`config.mk`:
```
export PLATFORM = sky130hd
export DESIGN_NAME = spike_in_fifo
export DESIGN_NICKNAME = d
export VERILOG_FILES = /design/src/rtl/spike_in_fifo.sv
export SDC_FILE = /design/constraint.sdc
export NUM_CORES = 1
export LEC_CHECK = 0
export BUFFER_PORTS_ARGS = -buffer_cell sky130_fd_sc_hd__buf_2
export CORE_MARGIN = 2
export CORE_UTILIZATION = 45
export DETAILED_ROUTE_END_ITERATION = 10
export PLACE_DENSITY = 0.69
export SLEW_MARGIN = 30
export SYNTH_ARGS = -nofsm -noshare
export SYNTH_HDL_FRONTEND = slang
export SYNTH_SLANG_ARGS = --single-unit
```
`constraint.sdc`:
```
create_clock -name CLK -period 4.55 [get_ports CLK]
set_input_delay 1.365 -clock CLK [delete_from_list [all_inputs] [get_ports CLK]]
set_output_delay 1.365 -clock CLK [all_outputs]
set_load 0.02 [all_outputs]
```
`src/rtl/spike_in_fifo.sv`:
```
// Spike-vector input FIFO between the serial deserializer and the neuron array.
// Writes commit one cycle after the WR_VALID pulse; head is first-word-fall-through.
module spike_in_fifo #(
  parameter int unsigned DEPTH = 4,
  parameter int unsigned AW    = 2,
  parameter int unsigned SLACK = 2
) (
  input  logic          CLK,
  input  logic          RST,
  input  logic          WR_VALID,
  input  logic [15:0]   WR_DATA,
  output logic          BP,
  output logic          RD_VALID,
  output logic [15:0]   RD_DATA,
  input  logic          RD_READY,
  output logic [AW:0]   LEVEL,
  output logic          OVF
);

  localparam logic [AW:0]   LvlFull  = (AW+1)'(DEPTH);
  localparam logic [AW:0]   LvlOne   = (AW+1)'(1);
  localparam logic [AW-1:0] PtrOne   = AW'(1);
  localparam logic [AW+1:0] BpThresh = (AW+2)'(DEPTH - SLACK);

  logic [15:0]   mem_q [DEPTH];
  logic [15:0]   mem_d [DEPTH];
  logic [AW-1:0] wr_ptr_q, wr_ptr_d;
  logic [AW-1:0] rd_ptr_q, rd_ptr_d;
  logic [AW:0]   level_q, level_d;
  logic          pend_q, pend_d;
  logic          ovf_q, ovf_d;
  logic          bp_q, bp_d;
  logic          armed_q, armed_d;
  logic [15:0]   last_q, last_d;

  logic rd_valid;
  logic pop;
  logic full;
  logic commit;
  logic drop;

  always_comb begin
    rd_valid = (level_q != '0);
    pop      = rd_valid & RD_READY;
    full     = (level_q == LvlFull);
    // A pop in the same cycle frees the slot the pending commit needs.
    commit   = pend_q & (~full | pop);
    drop     = pend_q & full & ~pop;

    mem_d    = mem_q;
    wr_ptr_d = wr_ptr_q;
    rd_ptr_d = rd_ptr_q;
    level_d  = level_q;
    last_d   = last_q;

    if (commit) begin
      mem_d[wr_ptr_q] = WR_DATA;
      wr_ptr_d        = wr_ptr_q + PtrOne;
    end

    if (pop) begin
      rd_ptr_d = rd_ptr_q + PtrOne;
      last_d   = mem_q[rd_ptr_q];
    end

    if (commit && !pop) begin
      level_d = level_q + LvlOne;
    end else if (!commit && pop) begin
      level_d = level_q - LvlOne;
    end

    ovf_d   = ovf_q | drop;
    // The first edge after reset release ignores WR_VALID.
    pend_d  = WR_VALID & armed_q;
    armed_d = 1'b1;
    bp_d    = ({1'b0, level_d} + {{(AW+1){1'b0}}, pend_d}) >= BpThresh;
  end

  always_ff @(posedge CLK or posedge RST) begin
    if (RST) begin
      for (int unsigned i = 0; i < DEPTH; i++) begin
        mem_q[i] <= '0;
      end
      wr_ptr_q <= '0;
      rd_ptr_q <= '0;
      level_q  <= '0;
      pend_q   <= 1'b0;
      ovf_q    <= 1'b0;
      bp_q     <= 1'b0;
      armed_q  <= 1'b0;
      last_q   <= '0;
    end else begin
      mem_q    <= mem_d;
      wr_ptr_q <= wr_ptr_d;
      rd_ptr_q <= rd_ptr_d;
      level_q  <= level_d;
      pend_q   <= pend_d;
      ovf_q    <= ovf_d;
      bp_q     <= bp_d;
      armed_q  <= armed_d;
      last_q   <= last_d;
    end
  end

  // With the FIFO empty the output holds the most recently popped entry.
  always_comb begin
    RD_VALID = rd_valid;
    RD_DATA  = rd_valid ? mem_q[rd_ptr_q] : last_q;
    LEVEL    = level_q;
    OVF      = ovf_q;
    BP       = bp_q;
  end

endmodule

```
==> results of run 1 <==
[logic make-up after synthesis]
kind of cell | synth area share (%)
mux | 36.55
flops | 51.93
buf+inv | 2.824
simple gates | 3.053
compound gates | 2.197
fa+ha+maj | 2.568
xor+xnor | 0.7988
other cells | 0.08551
[worst min path at each step]
stage               slack (ns)     end    start
floorplan                 0.46  pend_q  armed_q
global placement          0.46     OVF      OVF
detailed placement        0.46     OVF      OVF
CTS                       0.48     OVF      OVF
global route              0.51     OVF      OVF
finish                    0.48     OVF      OVF
[worst register-to-register path, cell delays in order (launching register included)]
cell      delay [ns]
dfrtp_1         0.43
inv_1           0.12
ha_1            0.33
nand2b_2        0.40
nand2_1         0.21
buf_4           0.32
o221ai_1        0.24
ha_1            0.35
nor3_1          0.19
a31oi_1         0.06
[power by group through the flow]
stage	Clock, mW	Sequential (mW)	Combinational [mW]
final	0.599	1.44	1.88
after global routing	0.640	1.50	2.03
after detailed placement	0	1.46	1.89
after CTS	0.611	1.44	1.90
after floorplan	0	1.39	1.53
after global placement	0	1.43	1.86
[metrics by stage]
stage / area [sq um] / setup slack [ns] / hold slack, ns / utilization [%]
3_3_place_gp: 4711 / 1.087 / 0.4568 / 49.10
4_1_cts: 4922 / 0.7779 / 0.4825 / 51.30
3_5_place_dp: 4713 / 1.194 / 0.4578 / 49.13
5_1_grt: 4922 / 0.7034 / 0.5092 / 51.30
2_1_floorplan: 4385 / 0.8214 / 0.4560 / -
6_report: 4922 / 0.8466 / 0.4771 / 51.30
[state kept, by name (all words and copies together), names as in the netlist]
register and flops:
last_q 16, armed_q 1, wr_ptr_q 2, rd_ptr_q 2
LEVEL 3, OVF 1, mem_q 64, pend_q 1
BP 1
[routing by layer]
metal / vias to the layer above / part of all wire (%)
met5: - / 0
met4: 0 / 1.7
met3: 13 / 2.9
met2: 34 / 48
met1: 1238 / 47
li1: 1075 / -
[cell type report]
class                   instances  area (sq um)
fillers                       826          4672
flip-flops and latches         91          2277
multi-input cells             159          1987
repair buffers                 45         247.7
well taps                     133         166.4
clock buffers                  11         131.4
clock inverters                 5         77.57
inverters                       9         35.03
[cells in the final DEF (no fill, tap or decap), drive strengths merged]
cell / count
mux2: 97
dfrtp: 91
buf: 45
mux4: 16
clkbuf: 11
ha: 9
inv: 8
nand2: 7
o21ai: 4
xnor2: 4
nor2b: 3
clkinv: 3
nand3b: 2
nand3: 2
bufinv: 2
a31oi: 2
nand2b: 1
nor2: 1
or2: 1
o22ai: 1
and3: 1
a311o: 1
and2: 1
a211oi: 1
a32oi: 1
o221ai: 1
nor3: 1
o21bai: 1
conb: 1
clkinvlp: 1
==> impl_metrics.csv, run 1 <==
group,metric,value,unit
power_and_ir_drop,power.density,795.7,nW/um^2
clock_tree,clk_latency,0.37,ns
floorplanning,row_count,36,
logic_synthesis,yosysWarnings,0,
power_and_ir_drop,clockPowerShare,15.3,%
global_route,busiest_layer,"met2",
power_and_ir_drop,ir_worst_vdd,0.2429,mV
floorplanning,initial_utilization,45.71,%
worst_setup_path,crit_start,"rd_ptr_q[0]",
logic_synthesis,netlist-cell-type-count,31,
detailed_routing,via_per_inst,5.210,
global_route,global_route.usage.met2,27.25,%
logic_synthesis,synth_area,4385,sq um
logic_synthesis,ys_seq_area_share,51.93,%
global_route,grtUsageMet3,3.593,%
power_and_ir_drop,switchingPower,1.352,mW
clock_tree,cts_root_buf,"clkbuf_8",
global_route,met1_usage,23.08,%
logic_synthesis,syn_nets,301,
worst_setup_path,timing.rr.start,"LEVEL[1]",
logic_synthesis,synth_ff_type,"dfrtp_1",
placement,numPortBuffers,41,
logic_synthesis,yosysTopAreaCell,"dfrtp_1",
logic_synthesis,synth_cells,272,
hold_path,min_path_type,"reg -> reg",
clock_tree,ctsHtreeMaxLevel,3,
clock_tree,post-cts-setup-buffers,0,
logic_synthesis,netlist.area_leader.share,51.93,%
clock_tree,cts_sinks,91,
detailed_routing,routed_wl,8086,um
clock_tree,clk_pin_slew_worst_paths,0.09,ns
timing,finClkSkew,0.008948,ns
layout,layout.cells.non_filler,453,
timing,setup_viol,0,
global_route,grt-ovfl-total,0,
layout,drive_gt1_share,56.56,%
clock_tree,cts_hold_buf,0,
placement,place.gp.congestion,0.8443,
worst_setup_path,criticalPathCategory,"reg -> out",
timing,hold_violations,0,
timing,worst_slew_pin_slew,0.8140,ns
floorplanning,die-width,102.7,um
timing,final_max_slew_viol_count,0,
worst_setup_path,crit_family,"multiplexers",
detailed_routing,drt_iter0_drc,87,
logic_synthesis,async_reset_ff_share,100.0,%
detailed_routing,dr.pass1.iters,4,
status,run_status,"completed",
detailed_routing,ant_nets,0,
logic_synthesis,synth_area_leaders,"dfrtp_1 52%, mux2_2 15%, mux2_4 14%",
placement,dpl.hpwl,5076,um
detailed_routing,via_count,2360,
timing,fin_crit,3.703,ns
clock_tree,post_cts_resized,0,
global_route,grt_max_degree,47,
floorplanning,io-pin-count,42,
power_and_ir_drop,total_power,3.917,mW
logic_synthesis,synth_most_common_cell,"dfrtp_1",
worst_setup_path,cp.depth,4,
worst_setup_path,crit_path_start_kind,"flip-flop",
global_route,antenna_found_initial,0,
worst_setup_path,crit_path_max_incr_delay,0.66,ns
hold_path,min_delay_path_depth,1,
detailed_routing,remaining_drc_errors,0,
placement,placed_cells,437,
power_and_ir_drop,comb_power_share,47.9,%
timing,setup-tns-final,0,ns
floorplanning,core-area,9594,sq um
global_route,grt.total_usage,17.07,%
worst_setup_path,crit_chain,"buf_4, mux4_2, mux2_2, buf_2",
power_and_ir_drop,p_seq_share,36.8,%
floorplanning,die_area,10550,sq um
logic_synthesis,synth.avg_cell_area,16.12,sq um
floorplanning,die-height,102.7,um
worst_setup_path,cp_num_buf_inv,2,
clock_tree,clockBufferDepth,2,
flow_run,drv_cap,0,
layout,finalNetCount,344,
worst_setup_path,reg2reg_depth,9,
worst_setup_path,cp.required,3.18,ns
layout,areaGrowthSynthToFinish,12.24,%
worst_setup_path,cp-end-kind,"output pin",
logic_synthesis,netlist_top_cells_count,"91 x dfrtp_1, 57 x mux2_2, 40 x mux2_4, 16 x mux4_2",
worst_setup_path,critical_path_arrival,2.34,ns
worst_setup_path,cp-endpoint,"RD_DATA[8]",
clock_tree,cts-buffers-inserted,9,
timing,grt_setup_unrepaired,"no",
power_and_ir_drop,p_sw_share,34.52,%
timing,relSlewSlack,45.67,%
worst_setup_path,worstPathMaxFanout,10,
detailed_routing,detail_route.wl_per_cell,17.85,um
logic_synthesis,synth_edf_count,0,
power_and_ir_drop,leakagePower,2.346,nW
timing,max_freq,0.2700,GHz
power_and_ir_drop,p_int,2.565,mW
layout,antenna_cells,0,
clock_tree,cts_tree,"done",
timing,fin_crit_sh,81.39,%
worst_setup_path,slowest_stage,"dfrtp_1",
worst_setup_path,r2r_end,"BP",
logic_synthesis,ys_ff_latch,91,
global_route,grt_pass1_vias,2453,
worst_setup_path,reg2reg_slack,1.80,ns
global_route,grt_pass1_wl,13370,um
Note: power is estimated with default switching activity, not from simulation.
==> inputs of run 2 (changes only) <==
clock period = 3.85 ns   (was 4.55 ns; I/O delays follow)
==> impl_metrics.csv, run 2 (synthesis results as in run 1) <==
group,metric,value,unit
floorplanning,io-pin-count,42,
status,run_status,"completed",
layout,layout.cells.non_filler,457,
layout,finalNetCount,348,
detailed_routing,dr.pass1.iters,4,
timing,hold_violations,0,
timing,worst_slew_pin_slew,0.6023,ns
timing,setup-tns-final,0,ns
timing,grt_setup_unrepaired,"no",
worst_setup_path,crit_path_start_kind,"flip-flop",
detailed_routing,remaining_drc_errors,0,
layout,areaGrowthSynthToFinish,13.12,%
floorplanning,die-width,102.7,um
floorplanning,core-area,9594,sq um
detailed_routing,via_count,2367,
clock_tree,clockBufferDepth,2,
global_route,grt_pass1_vias,2496,
layout,fillCellCount,817,
clock_tree,cts_hold_buf,0,
floorplanning,die-height,102.7,um
floorplanning,initial_utilization,45.71,%
placement,place.gp.congestion,0.8009,
clock_tree,post_cts_resized,0,
timing,fin_ws,0.6246,ns
clock_tree,cts_tree,"done",
worst_setup_path,crit_start,"LEVEL[1]",
placement,dpl.hpwl,5366,um
hold_path,min_path_type,"reg -> reg",
worst_setup_path,critical_path_arrival,2.07,ns
detailed_routing,via_per_inst,5.179,
layout,antenna_cells,0,
power_and_ir_drop,leakagePower,2.374,nW
clock_tree,cts_root_buf,"clkbuf_8",
timing,setup_viol,0,
placement,dp_slack,0.9924,ns
timing,max_freq,0.3100,GHz
worst_setup_path,cp-end-kind,"output pin",
global_route,grt.total_usage,16.92,%
timing,fin_crit,3.225,ns
clock_tree,cts-buffers-inserted,9,
clock_tree,post-cts-setup-buffers,0,
timing,fin_crit_sh,83.78,%
global_route,antenna_found_initial,0,
global_route,grt_max_degree,37,
detailed_routing,drt_iter0_drc,73,
clock_tree,clk_pin_slew_worst_paths,0.09,ns
layout,seq_area,2277,sq um
clock_tree,ctsHtreeMaxLevel,3,
clock_tree,clk_latency,0.37,ns
layout,final_cell_mix,"91 x dfrtp_1, 57 x mux2_2, 41 x buf_2",
flow_run,drv_cap,0,
power_and_ir_drop,power.density,947.9,nW/um^2
timing,finClkSkew,0.02093,ns
layout,drive_gt1_share,57.41,%
global_route,grt-ovfl-total,0,
worst_setup_path,cp.required,2.69,ns
timing,whs,0.4824,ns
clock_tree,cts_sinks,91,
layout,largest_register,"mem_q",
floorplanning,die_area,10550,sq um
detailed_routing,routed_wl,8040,um
worst_setup_path,criticalPathCategory,"reg -> out",
placement,numPortBuffers,41,
layout,layout_commonest_cell,"dfrtp_1",
layout,multiInputGateArea,1984,sq um
global_route,grt_pass1_wl,13250,um
placement,placed_cells,441,
timing,final_max_slew_viol_count,0,
layout,largest_register_ffs,64,
hold_path,min_from,"OVF",
detailed_routing,detail_route.wl_per_cell,17.59,um
timing,relSlewSlack,59.80,%
floorplanning,row_count,36,
power_and_ir_drop,ir_worst_vdd,0.3381,mV
detailed_routing,ant_nets,0,
worst_setup_path,timing.rr.start,"LEVEL[1]",
worst_setup_path,worstPathMaxFanout,20,
run 2: cell count changes in the layout (fill, tap and decap cells not counted), sizes merged:
cell,delta
clkinvlp,-1
buf,+4
inv,+2
clkbuf,-1
run 2: area by class of cell:
cell class / count / area share (%)
clock buffers: 10 / 2.774
clock inverters: 6 / 1.917
inverters: 9 / 0.7062
multi-input cells: 159 / 40.00
flip-flops and latches: 91 / 45.90
well taps: 133 / 3.354
repair buffers: 49 / 5.347
run 2: path summary, 6_finish.rpt:
check,end,slack [ns],cells after the start
min in group asynchronous,mem_q[34],0.82,2
worst max register to register,BP,1.32,12
worst min-delay path,OVF,0.48,1
worst max-delay path,RD_DATA[15],0.62,6
worst min register to register,OVF,0.48,1
max in group asynchronous,rd_ptr_q[1],2.21,3
run 2: worst max-delay path, stage by stage (launching register included):
cell,delay (ns)
dfrtp_1,0.40
inv_1,0.09
ha_1,0.28
nand2b_1,0.11
buf_4,0.29
mux2_2,0.38
buf_2,0.16
run 2: where the power goes:
group	internal (mW)	leakage (nW)	switching, mW
Clock	0.391	0.117	0.355
Combinational	1.25	1.16	1.01
Sequential	1.43	1.10	0.259
run 2: per-stage QoR:
stage               cell area [sq um]  util [%]  total power [mW]
global route                     4961     51.71             4.993
floorplan                        4385         -             3.441
finish                           4961     51.71             4.703
detailed placement               4728     49.28             3.988
CTS                              4961     51.71             4.744
global placement                 4728     49.28             3.910
run 2: per-layer routing:
layer | part of all wire, % | GRT usage, % | vias to the layer above | wire length, um
met5 | 0 | 0 | - | 0
met4 | 2.0 | 7.282 | 0 | 157
met3 | 2.7 | 2.441 | 11 | 216
met2 | 51 | 27.95 | 31 | 4062
met1 | 45 | 22.45 | 1244 | 3604
li1 | - | - | 1081 | -
